==> src/rtl/branch_res_queue.sv <==
// branch_res_queue: in-order BTB prediction queue that resolves the oldest branch into BTB updates and mispredict redirects (optional head-PC check: RES_PC_CHECK_EN)
package mmm_pkg;
    parameter int XLEN = 32;
    parameter int OFFSET = 2;
    typedef struct packed {
        logic [XLEN-1:0] pc;
        logic [XLEN-1:0] target;
    } resolution_t;
endpackage

module branch_res_queue
    import mmm_pkg::*;
#(
    parameter int DEPTH = 4
) (
    input  logic                     clk_i,
    input  logic                     rst_i,
    input  logic                     flush_i,
    input  logic                     pred_valid_i,
    output logic                     pred_ready_o,
    input  logic [XLEN-1:0]          pred_pc_i,
    input  logic                     pred_taken_i,
    input  logic [XLEN-OFFSET-1:0]   pred_target_i,
    input  logic                     exe_valid_i,
    input  logic [XLEN-1:0]          exe_pc_i,
    input  logic                     exe_taken_i,
    input  logic [XLEN-1:0]          exe_target_i,
    output logic                     res_valid_o,
    output logic                     del_entry_o,
    output resolution_t              res_o,
    output logic                     mispredict_o,
    output logic [XLEN-1:0]          redirect_pc_o,
    output logic                     err_o,
    output logic [$clog2(DEPTH):0]   count_o
);
    localparam int AW = $clog2(DEPTH);
    localparam logic [AW:0] FULL = (AW+1)'(DEPTH);

    logic [XLEN-1:0]        r_pc [DEPTH];
    logic [XLEN-OFFSET-1:0] r_tgt [DEPTH];
    logic [DEPTH-1:0]       r_taken;
    logic [AW-1:0]          r_head, r_tail;
    logic [AW:0]            r_count;

    logic                   w_empty, w_h_taken, w_pc_err, w_tgt_mis;
    logic                   w_mis, w_upd, w_err, w_push, w_pop, w_clear;
    logic [XLEN-1:0]        w_h_pc;

    assign w_empty      = r_count == '0;
    assign pred_ready_o = r_count != FULL;
    assign count_o      = r_count;

    // An empty queue resolves as if the branch had been predicted not-taken.
    assign w_h_taken = !w_empty && r_taken[r_head];
    assign w_h_pc    = w_empty ? exe_pc_i : r_pc[r_head];
`ifdef RES_PC_CHECK_EN
    assign w_pc_err  = !w_empty && (exe_pc_i != r_pc[r_head]);
`else
    assign w_pc_err  = 1'b0;
`endif
    assign w_tgt_mis = exe_taken_i && w_h_taken && (exe_target_i[XLEN-1:OFFSET] != r_tgt[r_head]);
    assign w_mis     = exe_valid_i && ((exe_taken_i != w_h_taken) || w_tgt_mis || w_pc_err);
    assign w_upd     = exe_valid_i && !w_pc_err && (exe_taken_i ? (!w_h_taken || w_tgt_mis) : w_h_taken);
    assign w_err     = exe_valid_i && (w_empty || w_pc_err);
    // A mispredict squashes every younger entry, so the whole queue (and any push) is discarded.
    assign w_clear   = flush_i || w_mis;
    assign w_push    = pred_valid_i && pred_ready_o && !w_clear;
    assign w_pop     = exe_valid_i && !w_empty && !w_clear;

    // Head/tail pointers and occupancy count.
    always_ff @(posedge clk_i) begin
        if (rst_i || w_clear) begin
            r_head  <= '0;
            r_tail  <= '0;
            r_count <= '0;
        end else begin
            if (w_push) r_tail <= r_tail + 1'b1;
            if (w_pop) r_head <= r_head + 1'b1;
            r_count <= r_count + (AW+1)'(w_push) - (AW+1)'(w_pop);
        end
    end

    // Prediction storage, written at the tail on push.
    always_ff @(posedge clk_i) begin
        if (w_push) begin
            r_pc[r_tail]    <= pred_pc_i;
            r_tgt[r_tail]   <= pred_target_i;
            r_taken[r_tail] <= pred_taken_i;
        end
    end

    // Registered resolution results; pulses last one cycle and flush suppresses them.
    always_ff @(posedge clk_i) begin
        if (rst_i) begin
            res_valid_o   <= 1'b0;
            del_entry_o   <= 1'b0;
            mispredict_o  <= 1'b0;
            err_o         <= 1'b0;
            res_o         <= '0;
            redirect_pc_o <= '0;
        end else begin
            res_valid_o  <= !flush_i && w_upd;
            del_entry_o  <= !flush_i && w_upd && !exe_taken_i;
            mispredict_o <= !flush_i && w_mis;
            err_o        <= !flush_i && w_err;
            if (exe_valid_i && !flush_i) begin
                res_o.pc      <= w_h_pc;
                res_o.target  <= exe_target_i;
                redirect_pc_o <= exe_taken_i ? exe_target_i : exe_pc_i + XLEN'(4);
            end
        end
    end
endmodule

==> config.mk <==
export PLATFORM = sky130hd
export DESIGN_NAME = branch_res_queue
export DESIGN_NICKNAME = d
export VERILOG_FILES = /design/src/rtl/branch_res_queue.sv
export SDC_FILE = /design/constraint.sdc
export NUM_CORES = 1
export LEC_CHECK = 0
export ABC_CLOCK_PERIOD_IN_PS = 4900
export CORE_MARGIN = 10
export CORE_UTILIZATION = 53
export DETAILED_ROUTE_END_ITERATION = 16
export GPL_TIMING_DRIVEN = 0
export HOLD_SLACK_MARGIN = 0.02
export PLACE_DENSITY = 0.79
export SLEW_MARGIN = 40
export SYNTH_ARGS = -nofsm -noshare
export SYNTH_HDL_FRONTEND = slang
export SYNTH_SLANG_ARGS = --single-unit
export TNS_END_PERCENT = 1
==> constraint.sdc <==
create_clock -name clk_i -period 4.9 [get_ports clk_i]
set_clock_uncertainty 0.05 [all_clocks]
set_input_delay 1.225 -clock clk_i [delete_from_list [all_inputs] [get_ports clk_i]]
set_output_delay 1.225 -clock clk_i [all_outputs]
set_load 0.02 [all_outputs]
# ---- Word level (Yosys, flattened, before mapping)
# Memories as Yosys holds them, arrays and structs flattened. A register that Yosys moved wholly into a read port is not among the register bits.
# Index checks and enable logic that the tools add are counted.
dict set report word_totals {
  ff_bits 111
  ram_bits 248
  elab_cells 64
  mem_count 2
}
# memory words word_bits read_ports rd_ports_with_merged_regs write_ports line_no
set mem_list {}
lappend mem_list {r_pc 4 32 1 1 1 39} ;# logic [XLEN-1:0] r_pc [DEPTH];
lappend mem_list {r_tgt 4 30 1 1 1 40} ;# logic [XLEN-OFFSET-1:0] r_tgt [DEPTH];
dict set report classes {
  n_addsub 5
  magnitude_cmp 3
  n_eq_ne 3
  mux 14
  reduce_logical 26
}
# op n
set ops {}
lappend ops {{two-way mux 32 bit} 2}
lappend ops {{adder 32 x 3 -> 32 bit, second input constant} 1}
lappend ops {{inequality test 30 bit} 1}
lappend ops {{logical AND 1 bit} 16}
lappend ops {{two-way mux 2 bit} 4}
lappend ops {{< comparator 2 x 3 -> 1 bit, second input constant} 2}
lappend ops {{zero test 1 bit} 5}
lappend ops {{two-way mux 1 bit} 5}
lappend ops {{adder 2 x 1 -> 2 bit, second input constant} 2}
lappend ops {{bitwise mux 4 bit} 1}
lappend ops {{logical OR 1 bit} 4}
lappend ops {{adder 3 x 1 -> 3 bit} 1}
lappend ops {{zero test 3 bit} 1}
lappend ops {{inequality test 3 bit, second input constant} 1}
lappend ops {{subtractor 3 x 1 -> 3 bit} 1}
lappend ops {{binary-select mux 1 bit (select 2 bit)} 1}
lappend ops {{demux 1 bit (select 2 bit)} 1}
lappend ops {{>= comparator 2 x 1 -> 1 bit, second input constant} 1}
lappend ops {{inequality test 1 bit} 1}

# ---- Logic depth before layout (Yosys ltp)
# Gate-level depths: netlist (run 1).
dict set report logic_depth {
  depth_word 12
  depth_mapped 17
}

# ---- Worst setup path before layout (run 1)
# Ideal clock, no wire load.
dict set report synth_timing {
  path_type {input to register}
  from {input exe_target_i[14]}
  to {memory r_pc[0][0] (enable)}
  arrival_ns 3.771
  required_ns 4.422
  setup_slack_ns 0.651
  path_stages 6
  n_path_buf 0
  cell_sequence {xnor2_1 -> nand4_2 -> nor4_4 -> a31oi_4 -> a21oi_2 -> and2_1}
}
dict set report synth_via {
  elab_chain_cells 9
}
# element line_no
set synth_lines {}
lappend synth_lines {{start, declared} 27} ;# input logic [XLEN-1:0] exe_target_i,
lappend synth_lines {{inequality test 30 bit} 61} ;# assign w_tgt_mis = exe_taken_i && w_h_taken && (exe_target_i[XLEN-1:OFFSET] != r_tgt[r_head]);
lappend synth_lines {{logical AND 1 bit} 61}
lappend synth_lines {{logical OR 1 bit} 62} ;# assign w_mis = exe_valid_i && ((exe_taken_i != w_h_taken) || w_tgt_mis || w_pc_err);
lappend synth_lines {{logical AND 1 bit} 62}
lappend synth_lines {{logical OR 1 bit} 66} ;# assign w_clear = flush_i || w_mis;
lappend synth_lines {{zero test 1 bit} 67} ;# assign w_push = pred_valid_i && pred_ready_o && !w_clear;
lappend synth_lines {{logical AND 1 bit} 67}
lappend synth_lines {{two-way mux 1 bit} 85} ;# if (w_push) begin
lappend synth_lines {{two-way mux 1 bit (not written as such)} 86} ;# r_pc[r_tail] <= pred_pc_i;
lappend synth_lines {{end, declared} 39}
# Every way passes these cells.

==> results, run 1 <==
- The via count of the first global-routing pass is ~10,000.
- Setup violations remaining at the end of the flow were counted as 0.
- Post-CTS repair changed the size of 0 cells.
- For the pin with the worst max-slew slack, the measured transition is a little under 0.8 ns.
- The share of the synthesized area in the top cell type is 0.522.
- The clock reaches the later pin of the worst-skew pair after approximately 0.52 ns.
- The final layout contains routed wiring with a total length of around 42,000 microns.
- For this run, the register share of the synthesized area comes to 0.673.
- Timing would allow up to about 220 MHz.
- The slowest stage cell on the critical path is clkbuf_1.
- The number of enable-type register cells in the synthesized netlist is 252.
- Entering global routing, the biggest net connects 35 pins.
- Summed over all nets, the half-perimeter wirelength after detailed placement is 30,400 microns.
- The worst setup path is launched from a flop.
- The detailed-routing iteration count for the pre-antenna-repair pass is 5.
- Registers take about 0.0097 sq mm.
- In this run the static leakage power is approximately 6.0 nW.
- Synthesis inferred 361 register bits.
- The layout cell share with drive strength beyond 1 is 0.103.
- Setup repair after global routing left no endpoint under its margin.
- The TritonCTS clock tree is built.
- The critical path goes through clkbuf_1, clkbuf_1, mux4_2, xnor2_1, nand4_1, nor4_4, a31oi_4, a21oi_2, inv_1, ha_1, inv_1, ha_1, inv_1, fa_1, xnor2_1, xnor2_1, and2_1.
- The critical path data required time is 5.24 ns.
- At the end of the flow, the number of nets in the layout was 1,447.
- The number of DRC violations after detailed routing is 0.
- The distinct cell type count after synthesis is 46.
- In the synthesized netlist, the cells that appear most often are edfxtp_1, nand2_1, dfxtp_1.
- The number of violations reported at the end of detailed-routing iteration 0 is between 800 and 900.
- Ranked by total cell area, the synthesized netlist is headed by edfxtp_1, dfxtp_1, mux4_2.
- The number of hold violations in the final report is 0.
- The final hold slack is 0.402 ns.
- TritonCTS created 37 clock buffers.
- Across the VDD grid, the largest voltage drop is 344 uV.
- The post-synthesis cell area is between 0.01 and 0.015 sq mm.
- The most frequent cell after synthesis is edfxtp_1.
- The number of port buffers is roughly 230.
- The tree built by TritonCTS fans out to ~360 sinks.
- The number of vias per cell is between 5 and 6.
- After technology mapping, the gate count stands at a little over 1,000.
- The number of hold-repair buffers added at the cts stage is 0.
- The area overhead of the layout relative to synthesis is 27.8%.
- In this run the cell area measured after placement is about 0.017 sq mm.
- The routed wire length per instance is 25.0 microns.
- Counting I/O delays and the setup requirement, the final critical path takes approximately 4.6 ns.
- The relative max-transition margin is 0.484.
- The total area of multi-input combinational cells is 0.00446 sq mm.
- The largest single stage delay on the critical path is slightly below 0.6 ns.
- The die span in x is between 150 and 200 microns.
- The number of maximum-capacitance violations is 0.
- The warning count from the yosys run is 0.
- The total overflow left after global routing is 0.
- The initial antenna violation count is 2.
- Of all nets on the critical path, the largest fanout is 10.
- The congestion estimate from routability-driven global placement came to around 0.9.
- Once detail routing completed, the nets flagged for antenna violations numbered 0.
- Once the clock tree was built, the setup fixing pass inserted 0 buffers.
- The routed layout has ~9,900 vias.
- In the finished design, the share of the clock period the worst path needs comes to 0.937.
- The most used flip-flop cell after synthesis is edfxtp_1.
- The final design area excluding fillers is roughly 0.019 sq mm.
- The number of pins with negative max-slew slack in the final report is 0.
- The type of the worst setup path is reg2reg.
- Measured on the finished design, the core utilization comes to 0.687.
- The I/O pin count is roughly 240.
- Summed over all instances, the cell type with the most area after synthesis is edfxtp_1.
- The ratio of total power to cell area is 358 mW/mm^2.
- The run finished with clean final reports.
- The wire length of the first global-routing pass is around 60,000 microns.
- The number of H-tree levels is 2.
- The worst setup path is captured at a flop.
- The tightest min-delay check is of the reg2reg type.
- For this configuration, the core starts out at a cell density of 0.538.
- After clock tree synthesis, the clock-pin slew on the worst setup and hold paths is approximately 0.06 ns.
- The filler cells instantiated in the layout total about 1,900.
- The area inside the core boundary is around 0.027 sq mm.
- The total number of placement rows is 60.
- STA puts the critical path data arrival time at about 4.9 ns.
- The number of nets in the synthesized netlist is approximately 1,200.
- Across every metal layer, demand over resource in global routing totals 0.242.
- Power comes to 6.64 mW.
- The height of the die is between 150 and 200 microns.
- The area of the die is around 0.034 sq mm.
- The fraction of registers with async set or reset after synthesis is 0.
- A synthesized cell averages between 10 and 15 sq um.
- No sink is reached through more buffers than the 3 on the longest clock path.
- The root buffer cell is clkbuf_16.
metal layers:
| layer | track usage | part of all wire | vias to the layer above |
|---|---|---|---|
| met5 | 0 | 0.00029 | - |
| met4 | 0.0839 | 0.034 | 2 |
| met3 | 0.0752 | 0.10 | 87 |
| met2 | 0.388 | 0.47 | 469 |
| met1 | 0.305 | 0.39 | 4922 |
| li1 | - | - | 4401 |
cell usage in the layout (no fill, tap or decap), types with 7 or more instances in the layout:
| master | instances |
|---|---|
| edfxtp_1 | 252 |
| nand2_1 | 193 |
| xnor2_1 | 42 |
| or3_1 | 7 |
| nand4_1 | 13 |
| o21ai_0 | 15 |
| dfxtp_1 | 109 |
| inv_1 | 8 |
| buf_1 | 8 |
| a21oi_1 | 56 |
| nand3_1 | 19 |
| nor2_1 | 49 |
| xor2_1 | 12 |
| clkbuf_1 | 61 |
| o211ai_1 | 17 |
| clkbuf_16 | 37 |
| mux4_2 | 60 |
| a311oi_1 | 32 |
| ha_1 | 8 |
| clkdlybuf4s50_1 | 234 |
sequential cells by signal (all words and copies together), names as in the netlist, 2 cells and up, named ones only:
signal,cells
count_o,3
r_head,2
r_pc,128
r_tail,2
r_taken,4
r_tgt,120
redirect_pc_o,32
res_o,64
final cells by class:
type | count | area share
Multi-Input combinational cell | 594 | 0.241
Timing Repair Buffer | 239 | 0.132
Sequential cell | 361 | 0.527
Tap cell | 341 | 0.0230
Clock inverter | 9 | 0.00514
Buffer | 63 | 0.0147
Clock buffer | 56 | 0.0560
Antenna cell | 1 | 0.000135
Inverter | 9 | 0.00182
final timing paths:
path	slack, ns	from	endpoint	cells after the start
worst min-delay path	0.40	redirect_pc_o[8]	redirect_pc_o[8]	2
worst max register to register	0.31	flop	count_o[2]	17
worst min register to register	0.40	redirect_pc_o[8]	redirect_pc_o[8]	2
worst max-delay path	0.31	flop	count_o[2]	17
power breakdown:
part           leakage (nW)  internal, mW  switching, mW
Combinational          2.28         0.268          0.331
Clock                 0.550          1.56           1.10
Sequential             3.18          3.34         0.0381
per-stage QoR:
step | instances | setup TNS, ns | setup slack (ns)
2_1_floorplan | 1027 | 0 | 0.651
3_3_place_gp | 1602 | -352.04 | -1.43
3_5_place_dp | 1607 | 0 | 0.201
4_1_cts | 1672 | 0 | 0.243
5_1_grt | 1672 | 0 | 0.106
6_report | 1673 | 0 | 0.309
cell families after synthesis:
group | synth area share
fa+ha+maj | 0.00829
mux | 0.103
flops | 0.673
compound gates | 0.0637
xor+xnor | 0.0338
buf+inv | 0.0209
simple gates | 0.0975
worst max-delay path: cells and delay by family, from the launching register on:
kind	cells	cell delay [ns]
and+or+nand+nor	3	0.69
adders and majority gates	3	0.81
muxes	1	0.42
buffers and inverters	5	1.19
DFF	1	0.31
AOI/OAI and AO/OA	2	0.52
xor gates and xnor gates	3	0.49
No activity file was read; power rests on OpenSTA's default activity.
==> inputs of run 2 (changes only) <==
--- a/config.mk
+++ b/config.mk
@@ -12,6 +12,8 @@
 export GPL_TIMING_DRIVEN = 0
 export HOLD_SLACK_MARGIN = 0.02
 export PLACE_DENSITY = 0.79
+export REMOVE_ABC_BUFFERS = 1
+export SKIP_LAST_GASP = 1
 export SLEW_MARGIN = 40
 export SYNTH_ARGS = -nofsm -noshare
 export SYNTH_HDL_FRONTEND = slang
==> results, run 2 (synthesized netlist as in run 1, its figures left out) <==
- The pin count of the biggest net entering global routing is 63.
- The standby leakage power is approximately 6.1 nW.
- Dividing the detail-routed wire length by the instance count gives approximately 24 microns.
- The detail route stage leaves a number of antenna-violating nets equal to 0.
- In the final layout, the registers with the most flip-flops are r_pc x128, r_tgt x120, res_o x64.
- The area of the die is roughly 0.034 sq mm.
- Across the VDD grid, the largest voltage drop is just over 300 uV.
- The TritonCTS clock tree is built.
- Power spread over the standard cell area amounts to 364 mW/mm^2.
- The transition time of the tightest slew-check pin is between 0.7 and 0.8 ns.
- The number of pins with negative max-slew slack in the final report is 0.
- The initial antenna violation count is 2.
- Data on the critical path is required at its endpoint by 5.25 ns.
- The path class of the lowest-slack min-delay path is reg2reg.
- met2 is the most crowded layer.
- The slowest stage cell on the critical path is mux4_1.
- The wire length of the first global-routing pass is about 58,000 microns.
- The sum of negative setup slack is 0 ns.
- The number of violations reported at the end of detailed-routing iteration 0 is around 610.
- For this run, global-route usage on met3 was measured as 0.0519.
- The arrival time reported for the critical path endpoint is 5.00 ns.
- The flow ran to the end, and the final reports show no timing, DRC or antenna violations.
- Measured against its own limit, the worst slew margin works out to 0.523.
- The register containing the most flip-flops in the final layout is r_pc.
- The worst setup path is launched from a flop.
- The library cell used most frequently in the layout, excluding fill and tap cells, is edfxtp_1.
- The placed wire-length estimate after detailed placement is 26,100 microns.
- The total area inside the core boundary comes to 0.0270 sq mm.
- The clock latency at the later pin of the worst-skew pair is 0.52 ns.
- The number of maximum-capacitance violations is 0.
- The die span in x is 185 microns.
- The setup fix buffers added after clock tree synthesis is 0.
- Setup repair after global routing left no endpoint under its margin.
- The number of port buffers is between 200 and 250.
- The I/O pin count is approximately 240.
- In this run the worst path has a maximum fanout of 24.
- The area overhead of the layout relative to synthesis is 28.9%.
- For this run, the detailed router's first-pass iteration total came to 5.
- The register with the most flip-flops in the layout has between 100 and 150 of them.
- The number of hold violations in the final report is 0.
- The final critical-path required period is 4.66 ns.
- The initial utilization of the core area, before any placement, comes to 0.538.
- Setup violations remaining at the end of the flow were counted as 0.
- The critical path goes through buf_12, buf_12, buf_12, mux4_1, xnor2_1, nand4_1, nor4_4, a31oi_4, a21oi_2, inv_1, ha_1, inv_1, ha_1, inv_1, fa_1, xnor2_1, xnor2_1, and2_1.
- The initialized floorplan defines 60 standard-cell rows.
- Final hold analysis gives a worst-case slack of slightly above 0.4 ns.
- The met2 global-route usage is 0.367.
- Clock tree synthesis selected as its root buffer the cell clkbuf_16.
- The number of H-tree levels is 2.
- The count of vias placed by the detailed router is approximately 9,500.
- The number of nets at the end of the flow is approximately 1,400.
- The overflow left after global routing is 0.
- The total number of clock tree sinks is about 360.
- The number of vias per cell is roughly 6.
- The element type at the critical path end is a flop.
- The layout cell share with drive strength beyond 1 is 0.124.
- After detailed routing, the total wire length is 38,600 microns.
- Of the available clock period, the critical path in the final layout requires 0.950.
- Leaving out fill and tap cells, the most frequent cells in the layout are edfxtp_1, clkdlybuf4s50_1, nand2_1.
- The critical path is of the reg2reg type.
- For this run, design rule violations remaining after detail routing come to 0.
- The top achievable clock speed is between 200 and 250 MHz.
- For this run, the total global-route usage over all layers was measured as 0.223.
- The floorplan step set the die height to 185 microns.
- The via count of the first global-routing pass is between 9,000 and 10,000.
- The number of hold-repair buffers added at the cts stage is 0.
- For met1 alone, demand over resource in global routing was 0.284.
- The routability congestion estimate is between 0.7 and 0.8.
- Clock-pin slew was measured on the worst setup and hold paths at approximately 0.06 ns.
- In this design, the stage delay of the slowest critical-path cell is between 0.5 and 0.6 ns.
- Counting along the longest clock path gives a buffer depth of 3.
- The total CTS buffers is 38.
## run 2: cell types whose count changed in the layout (fill, tap and decap cells not counted), sizes merged
cell    delta
buf        +5
clkinv     +3
clkbuf    -52
bufinv     +2
inv        +3
## run 2: path summary, 6_finish.rpt
path | startpoint | end | slack (ns) | cells past startpoint
setup / recovery | flop | count_o[2] | 0.24 | 18
hold / removal | res_o[0] | res_o[0] | 0.40 | 2
setup reg to reg | flop | count_o[2] | 0.24 | 18
hold reg to reg | res_o[0] | res_o[0] | 0.40 | 2
## run 2: metrics by stage
| stage | setup slack, ns | utilization | instances | cell area [sq um] | total power [mW] |
|---|---|---|---|---|---|
| 3_3_place_gp | -5.77 | 0.631 | 1541 | 17000 | 4.00 |
| 2_1_floorplan | -1.64 | - | 964 | 14200 | 3.67 |
| 3_5_place_dp | 0.112 | 0.647 | 1564 | 17400 | 4.02 |
| 4_1_cts | 0.101 | 0.693 | 1633 | 18700 | 6.84 |
| 5_1_grt | 0.00794 | 0.693 | 1634 | 18700 | 7.02 |
| 6_report | 0.245 | 0.693 | 1634 | 18700 | 6.80 |
## run 2: layer usage
layer,share of wire,vias to the layer above
li1,-,4321
met1,0.40,4739
met2,0.49,398
met3,0.083,69
met4,0.029,2
met5,0.00052,-
## run 2: timing repair
item | 4_1_cts | 5_1_grt
setup endpoints to repair | 0 | 1
gates resized for setup | 0 | 0
hold endpoints to repair | 0 | 0
## run 2: layout make-up
class | instances | area [sq um]
inverters | 9 | 35.0
fillers | 1833 | 8280
well taps | 341 | 427
diodes | 1 | 2.50
flip-flops and latches | 361 | 9760
clock buffers | 52 | 1020
multi-input cells | 594 | 4480
clock inverters | 17 | 206
repair buffers | 259 | 2740
## run 2: power breakdown
group | leakage (nW) | internal (mW) | total (mW) | switching [mW]
Sequential | 3.18 | 3.33 | 3.36 | 0.0302
Combinational | 2.31 | 0.278 | 0.595 | 0.318
Clock | 0.599 | 1.69 | 2.84 | 1.15
Total | 6.09 | 5.30 | 6.80 | 1.50
## run 2: worst max-delay path: cells and delay by family, from the launching register on
family | cells | cell delay (ns)
adders and majority gates | 3 | 0.78
muxes | 1 | 0.59
xor gates and xnor gates | 3 | 0.52
AOI/OAI and AO/OA | 2 | 0.51
DFF | 1 | 0.47
and+or+nand+nor | 3 | 0.73
buffers and inverters | 6 | 0.85
==> inputs of run 3 (changes only) <==
--- a/config.mk
+++ b/config.mk
@@ -5,13 +5,13 @@
 export SDC_FILE = /design/constraint.sdc
 export NUM_CORES = 1
 export LEC_CHECK = 0
-export ABC_CLOCK_PERIOD_IN_PS = 4900
+export ABC_AREA = 1
 export CORE_MARGIN = 10
-export CORE_UTILIZATION = 53
+export CORE_UTILIZATION = 54
 export DETAILED_ROUTE_END_ITERATION = 16
-export GPL_TIMING_DRIVEN = 0
+export GPL_TIMING_DRIVEN = 1
 export HOLD_SLACK_MARGIN = 0.02
-export PLACE_DENSITY = 0.79
+export PLACE_DENSITY = 0.8
 export REMOVE_ABC_BUFFERS = 1
 export SKIP_LAST_GASP = 1
 export SLEW_MARGIN = 40
==> results, run 3 <==
- The run finished with clean final reports.
- Counting instances in the post-synthesis netlist gives the leading cell types as nand2_1, edfxtp_1, o21ai_0.
- The final design area excluding fillers is around 0.019 sq mm.
- The library cell used most frequently in the layout, excluding fill and tap cells, is nand2_1.
- The type of the worst setup path is in2reg.
- The post-synthesis cell area is 0.0150 sq mm.
- The post-cts resize count is 0.
- The fraction of registers with async set or reset after synthesis is 0.
- The category of cells accounting for the largest share of critical-path delay is simple AND/OR/NAND/NOR gates.
- The number of H-tree levels is 2.
- The first TritonRoute pass finished after 5 iterations.
- The total CTS buffers is 38.
- The setup fix buffers added after clock tree synthesis is 0.
- The number of fill cells is roughly 2,000.
- The critical path crosses 19 cells after its start point.
- The final critical-path share of the clock period is 0.820.
- STA puts the critical path data arrival time at ~4.4 ns.
- Setup repair after global routing left no endpoint under its margin.
- The number of hold violations in the final report is 0.
- The total global-route track usage is 0.243.
- The maximum count of clock buffers along a single path is 3.
- In this run the tool buffered the top-level ports with roughly 240 buffer cells.
- The pin count of the biggest net entering global routing is around 130.
- The final critical-path required period is 4.02 ns.
- VDD sags by at most between 200 and 250 uV.
- The register with the most flip-flops in the layout has between 100 and 150 of them.
- For met1 alone, demand over resource in global routing was 0.305.
- The min-delay analysis places its worst path in the category reg2reg.
- The routed layout has ~12,000 vias.
- The count of buffer and inverter cells on the critical path is 3.
- The region available for standard cell placement spans ~0.027 sq mm.
- The busiest layer in global routing is met2.
- The average instance in the mapped netlist occupies approximately 10 sq um.
- The sequential-to-total area share from yosys stat is 0.649.
- The via count of the first global-routing pass is about 12,000.
- Wires add up to around 44,000 microns.
- For the worst flop-to-flop path, the logic depth is 21.
- The total area of multi-input combinational cells is around 0.0046 sq mm.
- The signal on the critical path passes through clkdlybuf4s50_1, nand3_1, nand2_1, nand3_1, nor2_1, nand2_1, nor2_1, nand2_1, nand2_2, nand2_1, nand2_2, nand2_2, ha_1, inv_1, ha_1, inv_1, fa_1, or2_2, a21oi_2.
- In this run, post-CTS hold repair placed 0 buffers.
- Counting every instance in the synthesized netlist gives ~1,500.
- The clock drives about 360 sinks.
- The share of the synthesized area in the top cell type is 0.504.
- For this run, the leading register cell type out of synthesis is edfxtp_1.
- The met2 global-route usage is 0.412.
- The overflow left after global routing is 0.
- The element type at the critical path end is a flop.
- In the final design database the tool counted 1,854 nets.
- The number of vias per cell is roughly 5.7.
- The number of DRC violations after detailed routing is 0.
- The register containing the most flip-flops in the final layout is r_pc.
- The standby leakage power is a little over 7 nW.
- Synthesis instantiated 39 different standard cells from the library.
- Compared with the post-synthesis result, the final layout area differs by 26.2%.
- The number of pins with negative max-slew slack in the final report came to 0.
- The clock latency at the later pin of the worst-skew pair is 0.51 ns.
- The top achievable clock speed is 249 MHz.
- The largest registers in the layout are r_pc x128, r_tgt x120, res_o x64.
- The die span in x is between 150 and 200 microns.
- The largest single stage delay on the critical path is 0.56 ns.
- The cell that appears most often on the critical path is nand2_1.
- The area of the die is about 0.035 sq mm.
- The post-synthesis cell type with the largest combined area is edfxtp_1.
- The root buffer cell is clkbuf_16.
- The initial antenna violation count is 3.
- Dividing the detail-routed wire length by the instance count gives 20.8 microns.
- In this run the power density over the cells is about 350 mW/mm^2.
- In this run the cell area measured after placement is about 0.018 sq mm.
- The critical path data required time is 5.29 ns.
- In this run the vertical extent of the chip is around 190 microns.
- For this configuration, the core starts out at a cell density of 0.552.
- The transition time of the tightest slew-check pin is roughly 0.83 ns.
- The count of nets left with antenna violations once routing finished came out at 0.
- Along the worst path, the maximum fanout reaches 6.
- The first global-routing pass estimated approximately 67,000 microns of wire.
- The slowest stage cell on the critical path is clkdlybuf4s50_1.
- The library cells used most frequently in the layout, excluding fill and tap cells, are nand2_1, edfxtp_1, clkdlybuf4s50_1.
- For this block, the initial DRC count from the detailed router was ~1,200.
- The tool flagged a number of max-cap violations equal to 0.
- The placed wire-length estimate after detailed placement is between 20,000 and 30,000 microns.
- The most frequent cell after synthesis is nand2_1.
- The warning count from the yosys run is 0.
- The launching element type of the critical path is an input port.
- Counting flops with a built-in enable in the synthesized netlist gives between 200 and 300.
- Routability-driven placement finished with a final weighted congestion of 0.833.
- In this run the tightest slew margin relative to its limit is 0.447.
- The clock-pin slew reported for the worst setup and hold paths after clock tree synthesis is ~0.06 ns.
- The total number of placement rows is 60.
- The number of instances on the worst hold path is 2.
- By area the synthesized netlist is led by edfxtp_1, dfxtp_1, nand2_1.
- The layout cell share with drive strength beyond 1 is 0.0677.
- Synthesis inferred 361 register bits.
- TritonCTS built the clock tree.
- The met3 capacity usage during global routing is 0.0579.
- The flip-flop and latch area is 0.00975 sq mm.
- The total setup violations reported at the end of the flow is 0.
- Pin placement for this block handled between 200 and 250 I/O pins.
- The sum of negative setup slack is 0 ns.
[run 3: cell types whose count changed after synthesis, moves of 38 or more]
cell and change:
nand2_1 +178, o21ai_0 +136, nand3_1 +94, inv_1 +67
mux4_2 -60, nor2_1 +59, xnor2_1 -38
[run 3: area by class of cell]
cell class,count,area share
flip-flops and latches,361,0.515
clock inverters,21,0.00661
repair buffers,260,0.137
diodes,2,0.000264
multi-input cells,972,0.244
well taps,372,0.0246
inverters,79,0.0161
clock buffers,49,0.0563
[run 3: tightest hold or removal path, stage by stage, from the launching register on]
cell and delay, ns:
dfxtp_1 0.31, nand2_1 0.06, a21oi_1 0.06
[run 3: where the power goes]
| part | total, mW | switching (mW) | internal (mW) |
|---|---|---|---|
| clock network | 2.72 | 1.13 | 1.59 |
| registers | 3.38 | 0.0363 | 3.34 |
| logic | 0.607 | 0.347 | 0.260 |
[run 3: metal layers]
layer	vias to the layer above	part of all wire
met1	5707	0.40
met5	-	0.00025
met4	2	0.021
met3	67	0.095
met2	576	0.49
li1	5631	-
[run 3: cells by family after synthesis]
logic type | Yosys count | share of synthesized area
DFF | 361 | 0.649
AOI/OAI and AO/OA | 322 | 0.116
xor gates and xnor gates | 11 | 0.00642
adders and majority gates | 9 | 0.00800
and+or+nand+nor | 630 | 0.175
buffers and inverters | 163 | 0.0457
[run 3: final timing paths]
kind | startpoint | to | slack, ns
worst max-delay path | exe_target_i[2] | count_o[2] | 0.88
worst min-delay path | redirect_pc_o[30] | redirect_pc_o[30] | 0.42
worst min register to register | redirect_pc_o[30] | redirect_pc_o[30] | 0.42
worst max register to register | flop | count_o[2] | 0.97
[run 3: stage by stage]
stage	cells	setup WS (ns)	hold WS (ns)	util	total power, mW
after floorplan	1412	-4.87	0.444	-	3.69
after global placement	2044	0.464	0.396	0.653	4.03
after detailed placement	2044	0.395	0.406	0.653	4.05
after CTS	2114	0.916	0.416	0.697	6.74
after global routing	2114	0.665	0.432	0.697	6.92
final	2116	0.880	0.417	0.697	6.71
